## config.mk

```make
export PLATFORM = sky130hd
export DESIGN_NAME = phase_scan_ctrl
export DESIGN_NICKNAME = d
export VERILOG_FILES = /design/src/rtl/phase_scan_ctrl.sv
export SDC_FILE = /design/constraint.sdc
export NUM_CORES = 1
export LEC_CHECK = 0
export BUFFER_PORTS_ARGS = -buffer_cell sky130_fd_sc_hd__buf_2
export CORE_ASPECT_RATIO = 1.75
export CORE_MARGIN = 2
export CORE_UTILIZATION = 35
export DETAILED_ROUTE_END_ITERATION = 8
export GPL_TIMING_DRIVEN = 0
export PLACE_DENSITY_LB_ADDON = 0.05
export SLEW_MARGIN = 15
export SYNTH_ARGS = -nofsm -noshare
export SYNTH_HDL_FRONTEND = slang
export SYNTH_SLANG_ARGS = --single-unit
```

## constraint.sdc

```tcl
create_clock -name clk -period 2.25 [get_ports clk]
set_input_delay 0.3375 -clock clk [delete_from_list [all_inputs] [get_ports clk]]
set_output_delay 0.3375 -clock clk [all_outputs]
set_load 0.02 [all_outputs]
```

## src/rtl/phase_scan_ctrl.sv

```systemverilog
// phase_scan_ctrl
//   Receiver phase-acquisition scheduler. Steps the rx decimation phase through
//   every candidate. For each phase it waits out a settle window while the rx
//   filter flushes, then counts I+Q symbol errors over a fixed measurement
//   window. After the last phase it locks onto the phase with the fewest errors.
//   All outputs are registered.
// Ports
//   clk, rst      clock; asynchronous active-low reset
//   i_start       begin a scan (honoured only in IDLE or LOCKED)
//   i_abort       return to IDLE (takes priority over i_start)
//   i_sym_tick    one-clock strobe per symbol; all windows count these
//   i_err_r/i     I/Q symbol mismatch flags, valid together with i_sym_tick
//   o_phase       rx phase select
//   o_rx_enable   rx datapath enable
//   o_ber_rst_n   active-low reset to the BER checkers
//   o_busy        scan in progress
//   o_locked      best phase applied
//   o_best_err    error count of the chosen phase
module phase_scan_ctrl #(
  parameter int N_PHASES    = 4,
  parameter int PH_W        = 2,
  parameter int SETTLE_SYMS = 32,
  parameter int WINDOW_SYMS = 1024,
  parameter int CNT_W       = 16
) (
  input  logic             clk,
  input  logic             rst,
  input  logic             i_start,
  input  logic             i_abort,
  input  logic             i_sym_tick,
  input  logic             i_err_r,
  input  logic             i_err_i,
  output logic [PH_W-1:0]  o_phase,
  output logic             o_rx_enable,
  output logic             o_ber_rst_n,
  output logic             o_busy,
  output logic             o_locked,
  output logic [CNT_W-1:0] o_best_err
);

  localparam int MAXS = (WINDOW_SYMS > SETTLE_SYMS) ? WINDOW_SYMS : SETTLE_SYMS;
  localparam int TW   = $clog2(MAXS + 1);
  localparam logic [TW-1:0]    SET_LAST = TW'(SETTLE_SYMS - 1);
  localparam logic [TW-1:0]    WIN_LAST = TW'(WINDOW_SYMS - 1);
  localparam logic [PH_W-1:0]  PH_LAST  = PH_W'(N_PHASES - 1);
  localparam logic [CNT_W-1:0] CNT_MAX  = '1;

  typedef enum logic [2:0] {S_IDLE, S_SETTLE, S_MEASURE, S_EVAL, S_LOCKED} state_t;

  state_t           state_q, state_d;
  logic [PH_W-1:0]  phase_q, phase_d;
  logic [PH_W-1:0]  best_ph_q, best_ph_d;
  logic [CNT_W-1:0] best_err_q, best_err_d;
  logic [CNT_W-1:0] err_cnt_q, err_cnt_d;
  logic [TW-1:0]    tick_q, tick_d;
  logic             rx_en_q, rx_en_d;
  logic             ber_q, ber_d;
  logic             busy_q, busy_d;
  logic             locked_q, locked_d;

  logic             go, set_done, win_done, better;
  logic [PH_W-1:0]  win_ph;
  logic [CNT_W:0]   err_sum;
  logic [CNT_W-1:0] err_sat;

  assign go       = i_start & ~i_abort & ((state_q == S_IDLE) | (state_q == S_LOCKED));
  assign set_done = i_sym_tick & (tick_q == SET_LAST);
  assign win_done = i_sym_tick & (tick_q == WIN_LAST);
  // strict compare: on a tie the earlier (lower) phase stays best
  assign better   = err_cnt_q < best_err_q;
  assign win_ph   = better ? phase_q : best_ph_q;
  // one guard bit catches overflow of the 0..2 increment
  assign err_sum  = {1'b0, err_cnt_q} + (CNT_W+1)'(i_err_r) + (CNT_W+1)'(i_err_i);
  assign err_sat  = err_sum[CNT_W] ? CNT_MAX : err_sum[CNT_W-1:0];

  // state register plus datapath registers
  always_ff @(posedge clk or negedge rst) begin
    if (!rst) begin
      state_q    <= S_IDLE;
      phase_q    <= '0;
      best_ph_q  <= '0;
      best_err_q <= '1;
      err_cnt_q  <= '0;
      tick_q     <= '0;
      rx_en_q    <= 1'b0;
      ber_q      <= 1'b0;
      busy_q     <= 1'b0;
      locked_q   <= 1'b0;
    end else begin
      state_q    <= state_d;
      phase_q    <= phase_d;
      best_ph_q  <= best_ph_d;
      best_err_q <= best_err_d;
      err_cnt_q  <= err_cnt_d;
      tick_q     <= tick_d;
      rx_en_q    <= rx_en_d;
      ber_q      <= ber_d;
      busy_q     <= busy_d;
      locked_q   <= locked_d;
    end
  end

  // next-state
  always_comb begin
    state_d = state_q;
    if (i_abort) state_d = S_IDLE;
    else begin
      case (state_q)
        S_IDLE:    if (i_start)  state_d = S_SETTLE;
        S_SETTLE:  if (set_done) state_d = S_MEASURE;
        S_MEASURE: if (win_done) state_d = S_EVAL;
        S_EVAL:    state_d = (phase_q == PH_LAST) ? S_LOCKED : S_SETTLE;
        S_LOCKED:  if (i_start)  state_d = S_SETTLE;
        default:   state_d = S_IDLE;
      endcase
    end
  end

  // registered outputs and counters
  always_comb begin
    phase_d    = phase_q;
    best_ph_d  = best_ph_q;
    best_err_d = best_err_q;
    err_cnt_d  = err_cnt_q;
    tick_d     = tick_q;
    rx_en_d    = rx_en_q;
    ber_d      = ber_q;
    busy_d     = busy_q;
    locked_d   = locked_q;
    if (i_abort) begin
      // phase select is left where it was
      rx_en_d  = 1'b0;
      ber_d    = 1'b0;
      busy_d   = 1'b0;
      locked_d = 1'b0;
    end else if (go) begin
      phase_d    = '0;
      best_ph_d  = '0;
      best_err_d = '1;
      err_cnt_d  = '0;
      tick_d     = '0;
      rx_en_d    = 1'b1;
      ber_d      = 1'b0;
      busy_d     = 1'b1;
      locked_d   = 1'b0;
    end else begin
      case (state_q)
        S_SETTLE: if (i_sym_tick) begin
          if (set_done) begin
            tick_d    = '0;
            err_cnt_d = '0;
            ber_d     = 1'b1;
          end else tick_d = tick_q + TW'(1);
        end
        S_MEASURE: if (i_sym_tick) begin
          // the final tick's errors still land in the count
          err_cnt_d = err_sat;
          if (win_done) begin
            tick_d = '0;
            ber_d  = 1'b0;
          end else tick_d = tick_q + TW'(1);
        end
        S_EVAL: begin
          if (better) begin
            best_err_d = err_cnt_q;
            best_ph_d  = phase_q;
          end
          tick_d = '0;
          if (phase_q == PH_LAST) begin
            phase_d  = win_ph;
            busy_d   = 1'b0;
            locked_d = 1'b1;
          end else phase_d = phase_q + PH_W'(1);
        end
        S_LOCKED: begin
          // BER checkers stay in reset while the new phase flushes through
          if (i_sym_tick && !ber_q) begin
            if (set_done) begin
              ber_d  = 1'b1;
              tick_d = '0;
            end else tick_d = tick_q + TW'(1);
          end
        end
        default: ;
      endcase
    end
  end

  assign o_phase     = phase_q;
  assign o_rx_enable = rx_en_q;
  assign o_ber_rst_n = ber_q;
  assign o_busy      = busy_q;
  assign o_locked    = locked_q;
  assign o_best_err  = best_err_q;

endmodule
```

# Word level (Yosys, flattened, before mapping)
# Cells that the tools add are included.
[totals] regBits=54 inputBits=7 out_inout_bits=22 wordCells=104
[op_classes] add_sub_neg=4 n_lt_le_gt_ge=1 eq_ne=18 muxes=46 bitwise_logic=6 n_reduce_logical=19
[ops] operator="$mux W16" count=8
[ops] operator="$mux W11" count=6
[ops] operator="$pmux W11 S4" count=1
[ops] operator="$pmux W16 S2" count=1
[ops] operator="$add A16 B1 Y17" count=1
[ops] operator="$add A17 B1 Y17" count=1
[ops] operator="$mux W1" count=17
[ops] operator="$lt A16 B16 Y1" count=1
[ops] operator="$mux W3" count=5
[ops] operator="$ne A3 B3 Y1 const B" count=5
[ops] operator="$reduce_and A5 Y1" count=3
[ops] operator="$mux W2" count=6
[ops] operator="$ne A4 B4 Y1 const B" count=3
[ops] operator="$pmux W3 S4" count=1
[ops] operator="$add A11 B1 Y11 const B" count=1
[ops] operator="$eq A11 B10 Y1 const B" count=1
[ops] operator="$eq A11 B5 Y1 const B" count=1
[ops] operator="$reduce_bool A5 Y1" count=2
[ops] operator="$reduce_bool A3 Y1" count=3
[ops] operator="$eq A3 B2 Y1 const B" count=2
[ops] operator="$reduce_and A3 Y1" count=2
[ops] operator="$reduce_bool A2 Y1" count=3
[ops] operator="$and A1 B1 Y1" count=4
[ops] operator="$ne A4 B3 Y1 const B" count=1
[ops] operator="14 further kinds" count=15

# Longest topological paths before layout
[depth] ltp_word=7 ltp_mapped=10 mapped_depth_nobuf=10

# Worst setup path after synthesis
# No wires, ideal clock.
[synth_path] path_kind="register to register" startpoint="register best_err_q[15] (netlist: o_best_err[15])" endpoint="register phase_q[0] (netlist: o_phase[0])" setup_time_ps=69 arrival_time_ps=2279 required_ps=2181 setup_slack_ps=-98 stages_incl_launch_ff=8 n_path_buf=0 synth_period_minus_slack_ps=2348 cell_sequence="dfstp_2 inv_1 ha_1 nand4_1 nor4_1 a2111oi_4 or4_1 nand3_1"
[synth_between] elab_chain_cells=5
[synth_rtl] item="start: declaration" line_no="53" text="logic [CNT_W-1:0] best_err_q, best_err_d;"
[synth_rtl] item="start signal: assignment" line_no="93" text="best_err_q <= best_err_d;"
[synth_rtl] item="$lt A16 B16 Y1" line_no="70" text="assign better = err_cnt_q < best_err_q;"
[synth_rtl] item="$mux W2 (4 in series)"
[synth_rtl] item="end signal: assignment" line_no="91" text="phase_q <= phase_d;"
[synth_rtl] item="end: declaration" line_no="51" text="logic [PH_W-1:0] phase_q, phase_d;"
# No other way between the ends. The select of a mux whose other input is x is not followed.
# A chain may end at the register's enable or synchronous reset.

# Worst setup path in the final report
[layout_path] startpoint="register best_err_q[11] (netlist: o_best_err[11])" endpoint="register best_err_q[14] (netlist: o_best_err[14])"
[layout_between] elab_chain_cells=3
[layout_rtl] item="$lt A16 B16 Y1" line_no="70"
[layout_rtl] item="$reduce_bool A2 Y1 (no source line)"
[layout_rtl] item="$reduce_and A3 Y1 (no source line)"
# No other way between the ends.

==> impl_results.md <==
- Cell Rows: 48
- Per-cell routed wire length: approximately 19 um
- First-pass GRT wire length: 17300 um
- Worst Setup Start Kind: flop
- Endpoints failing setup: 14
- Most area-hungry cell type in the Yosys netlist: dfrtp_1
- I/O pin total: 29
- Fin nets: just under 500
- DRC viols: 0
- Setup slack after layout: -0.112 ns
- Number of flops mapped to enable cells by yosys: 0
- R2r worst-path depth: 11
- Setup Skew: 0.00775 ns
- TritonCTS Buffers: 5
- Unrepaired setup endpoints after global routing: true
- Sequential area share after synthesis: 39.1%
- #FFs+latches synth: 54
- Area of the multi-input gates: 2310 um2
- Crit-path slowest cell: dfstp_2
- RePlAce Congestion: ~0.83
- Async SR Flop Fraction: 100%
- Share of cells above drive strength 1: 38.4%
- Max Fclk: 423 MHz
- Failing checks: setup timing
- Post-Synthesis Cells: approximately 400
- Pre-antenna DRT Iters: 4
- Worst r2r dst: o_best_err[14]$_DFFE_PN1P_
- Core area: a little under 10000 um2
- DIE HEIGHT: 136 um
- Clock sink count: 54
- Via count of the first global-routing pass: around 3.4k
- Initial core utilization: ~36%
- Via count: between 3k and 4k
- Outcome: finished with violations
- Register area: 1370 um2
- P_leak: 2.02 nW
- CTS tree: built
- DP HPWL: 7450 um
- Setup TNS: -0.908 ns
- Port buffer count: 27
- CP max stage delay: 0.56 ns
- PD cells: 504 nW/um2
- DRT iter0 DRCs: 179
- Die ar.: 10900 um2
- RR Startpoint: o_best_err[11]$_DFFE_PN1P_
- GR Overflow Total: 0
- Area Overhead vs Synth: 33.0%
- CP endpoint kind: flop
- Fill cells: 953
- Final hold viol count: 0
- Delay-heaviest family, CP: buffers and inverters
- Worst-Skew Late Latency: 0.30 ns
- Crit-path max FO: 5
- Worst-Margin Slew: 0.733 ns
- Top_reg_cell synth: dfrtp_1
- Placed cell count: about 550
- Type of the worst setup path: reg -> reg
- Peak VDD IR: 309 uV
- Req. time, crit path: 2.47 ns
- Max clock buf depth: 2
- ANT cells: 0
- CTS Root Buffer Type: clkbuf_16
- Syn nets: 422
- Largest net degree at the start of global routing: 55
- Final min period: 2.36 ns
- Post-CTS Hold Fix Bufs: 0
- Final WL: 10900 um
- HP Class: in -> async
- Initial antenna violation count: 0
- Netlist cell types: 52
- Rel. slew slack: 51.2%
- Cell Area, Synth: ~3500 um2
- CP Buf/Inv Count: 6
- Total GRT Usage: 20.6%
- Top cell type's share of synthesized area: 27.1%
- Final ANT Viol Nets: 0
- R2R setup slack: -0.11 ns
- CP arrival: 2.58 ns
- Via-to-Cell Ratio: 5.64
- Syn Area/Cell: 8.87 um2
- Synth warn: 0
- H-tree depth: 2
- Worst-path clk slew: 0.08 ns
- Crit share post-route: 105%
- Ranking of synthesized cells by area: dfrtp_1 27%, dfstp_2 12%, ha_1 6.4%, a221oi_2 6.0%, nor2_1 5.1%
- Final Max Slew Viols: 0
- CP Cell Sequence: inv_2, ha_4, nand4_1, buf_4, nor3_4, a2111oi_4, buf_4, buf_6, buf_12, buf_12, a221oi_4
- Max-Cap Viols: 0
- Fin cells: 589
- Die Wd: 79.7 um
## repair_timing
item | CTS | global route
pin swaps | 12 | 28
endpoints found under the hold margin | 0 | 0
gates resized for setup | 36 | 49
setup endpoints to repair | 45 | 43
gates cloned | 1 | 1
buffers inserted | 15 | 16
## final cells by class
class	count	share of cell area, %
multi-input cells	296	49.4
plain buffers	20	3.08
clock inverters	3	0.965
inverters	26	2.09
flip-flops and latches	54	29.4
well taps	125	3.35
clock buffers	5	2.68
repair buffers	60	8.98
## placed cells by master (no fill, tap or decap), drive strengths merged, types with 7 or more instances in the layout
master and instances:
buf 69, nor2 48, dfrtp 38, a21oi 34
nand2 28, inv 26, nor3 22, nand3 19
o21ai 19, ha 18, dfstp 16, clkbuf 16
a221oi 14, a21o 12, a31oi 11, a22o 8
and3 8, nand2b 7, nand4 7, o31ai 7
## cell families (layout without fill, tap and decap cells)
| logic type | after synthesis | after routing | share of synthesized area, % |
|---|---|---|---|
| AND/OR/NAND/NOR | 155 | 155 | 21.4 |
| AO/OA/AOI/OAI | 120 | 120 | 26.0 |
| multiplexers | 1 | 1 | 0.321 |
| buffers and inverters | 46 | 114 | 5.99 |
| adder cells (fa/ha/maj) | 20 | 20 | 7.27 |
| flip-flops | 54 | 54 | 39.1 |
## synth_stat cells (2+ instances only)
library cell	number
a31oi_1	11
a221oi_2	14
nand2_1	28
and2_1	2
or4_1	2
a22o_1	8
clkbuf_1	10
nor3_1	21
ha_1	18
nor2_1	48
o31ai_1	7
a21o_1	12
a32oi_1	2
o21ai_0	16
nor2b_1	2
buf_2	6
nor4_1	2
o22ai_1	2
nand3_1	19
a21oi_1	34
buf_6	2
dfstp_2	16
o21ai_1	3
nand2b_1	7
dfrtp_1	38
inv_1	26
and3_1	8
or2_2	2
nand4_1	7
## registers in the layout, indices dropped and copies added, names as in the netlist, 2 cells and up
register    count
tick_q         11
err_cnt_q      16
o_best_err     16
state_q         3
o_phase         2
best_ph_q       2
## power by group
group	internal (mW)	switching [mW]	leakage [nW]	total, mW
combinational	0.128	0.219	1.25	0.346
sequential	1.02	0.0613	0.685	1.08
clock	0.526	0.398	0.0760	0.924
## through the flow
step	setup slack, ns	hold WS [ns]	area (um2)	utilization (%)	power, mW
after detailed placement	-0.463	0.457	3840	39.3	1.43
after CTS	-0.0704	0.125	4310	44.0	2.38
final	-0.112	0.0876	4670	47.7	2.35
after floorplan	-0.0215	0.0419	3550	-	1.31
after global routing	-0.245	0.163	4670	47.7	2.47
after global placement	-0.481	0.479	3840	39.3	1.42
## layer usage
metal / vias up / part of all wire [%] / track usage [%]
met5: - / 0 / 0
met4: 0 / 2.9 / 8.14
met3: 28 / 2.7 / 2.57
met2: 82 / 56 / 39.7
met1: 1624 / 39 / 22.1
li1: 1588 / - / -
## worst max-delay path by stage
| stage | slack, ns | from | end | cells past startpoint |
|---|---|---|---|---|
| 3_3_place_gp | -0.48 | i_err_r | err_cnt_q[7]$_DFFE_PN0P_ | 11 |
| 5_1_grt | -0.24 | o_best_err[11]$_DFFE_PN1P_ | o_best_err[14]$_DFFE_PN1P_ | 11 |
| 6_report | -0.11 | o_best_err[11]$_DFFE_PN1P_ | o_best_err[14]$_DFFE_PN1P_ | 11 |
| 4_1_cts | -0.07 | o_best_err[1]$_DFFE_PN1P_ | o_best_err[0]$_DFFE_PN1P_ | 8 |
| 2_1_floorplan | -0.02 | o_best_err[1]$_DFFE_PN1P_ | o_phase[0]$_DFFE_PN0P_ | 9 |
| 3_5_place_dp | -0.46 | i_err_r | err_cnt_q[1]$_DFFE_PN0P_ | 11 |
No activity file was read; power rests on OpenSTA's default activity.
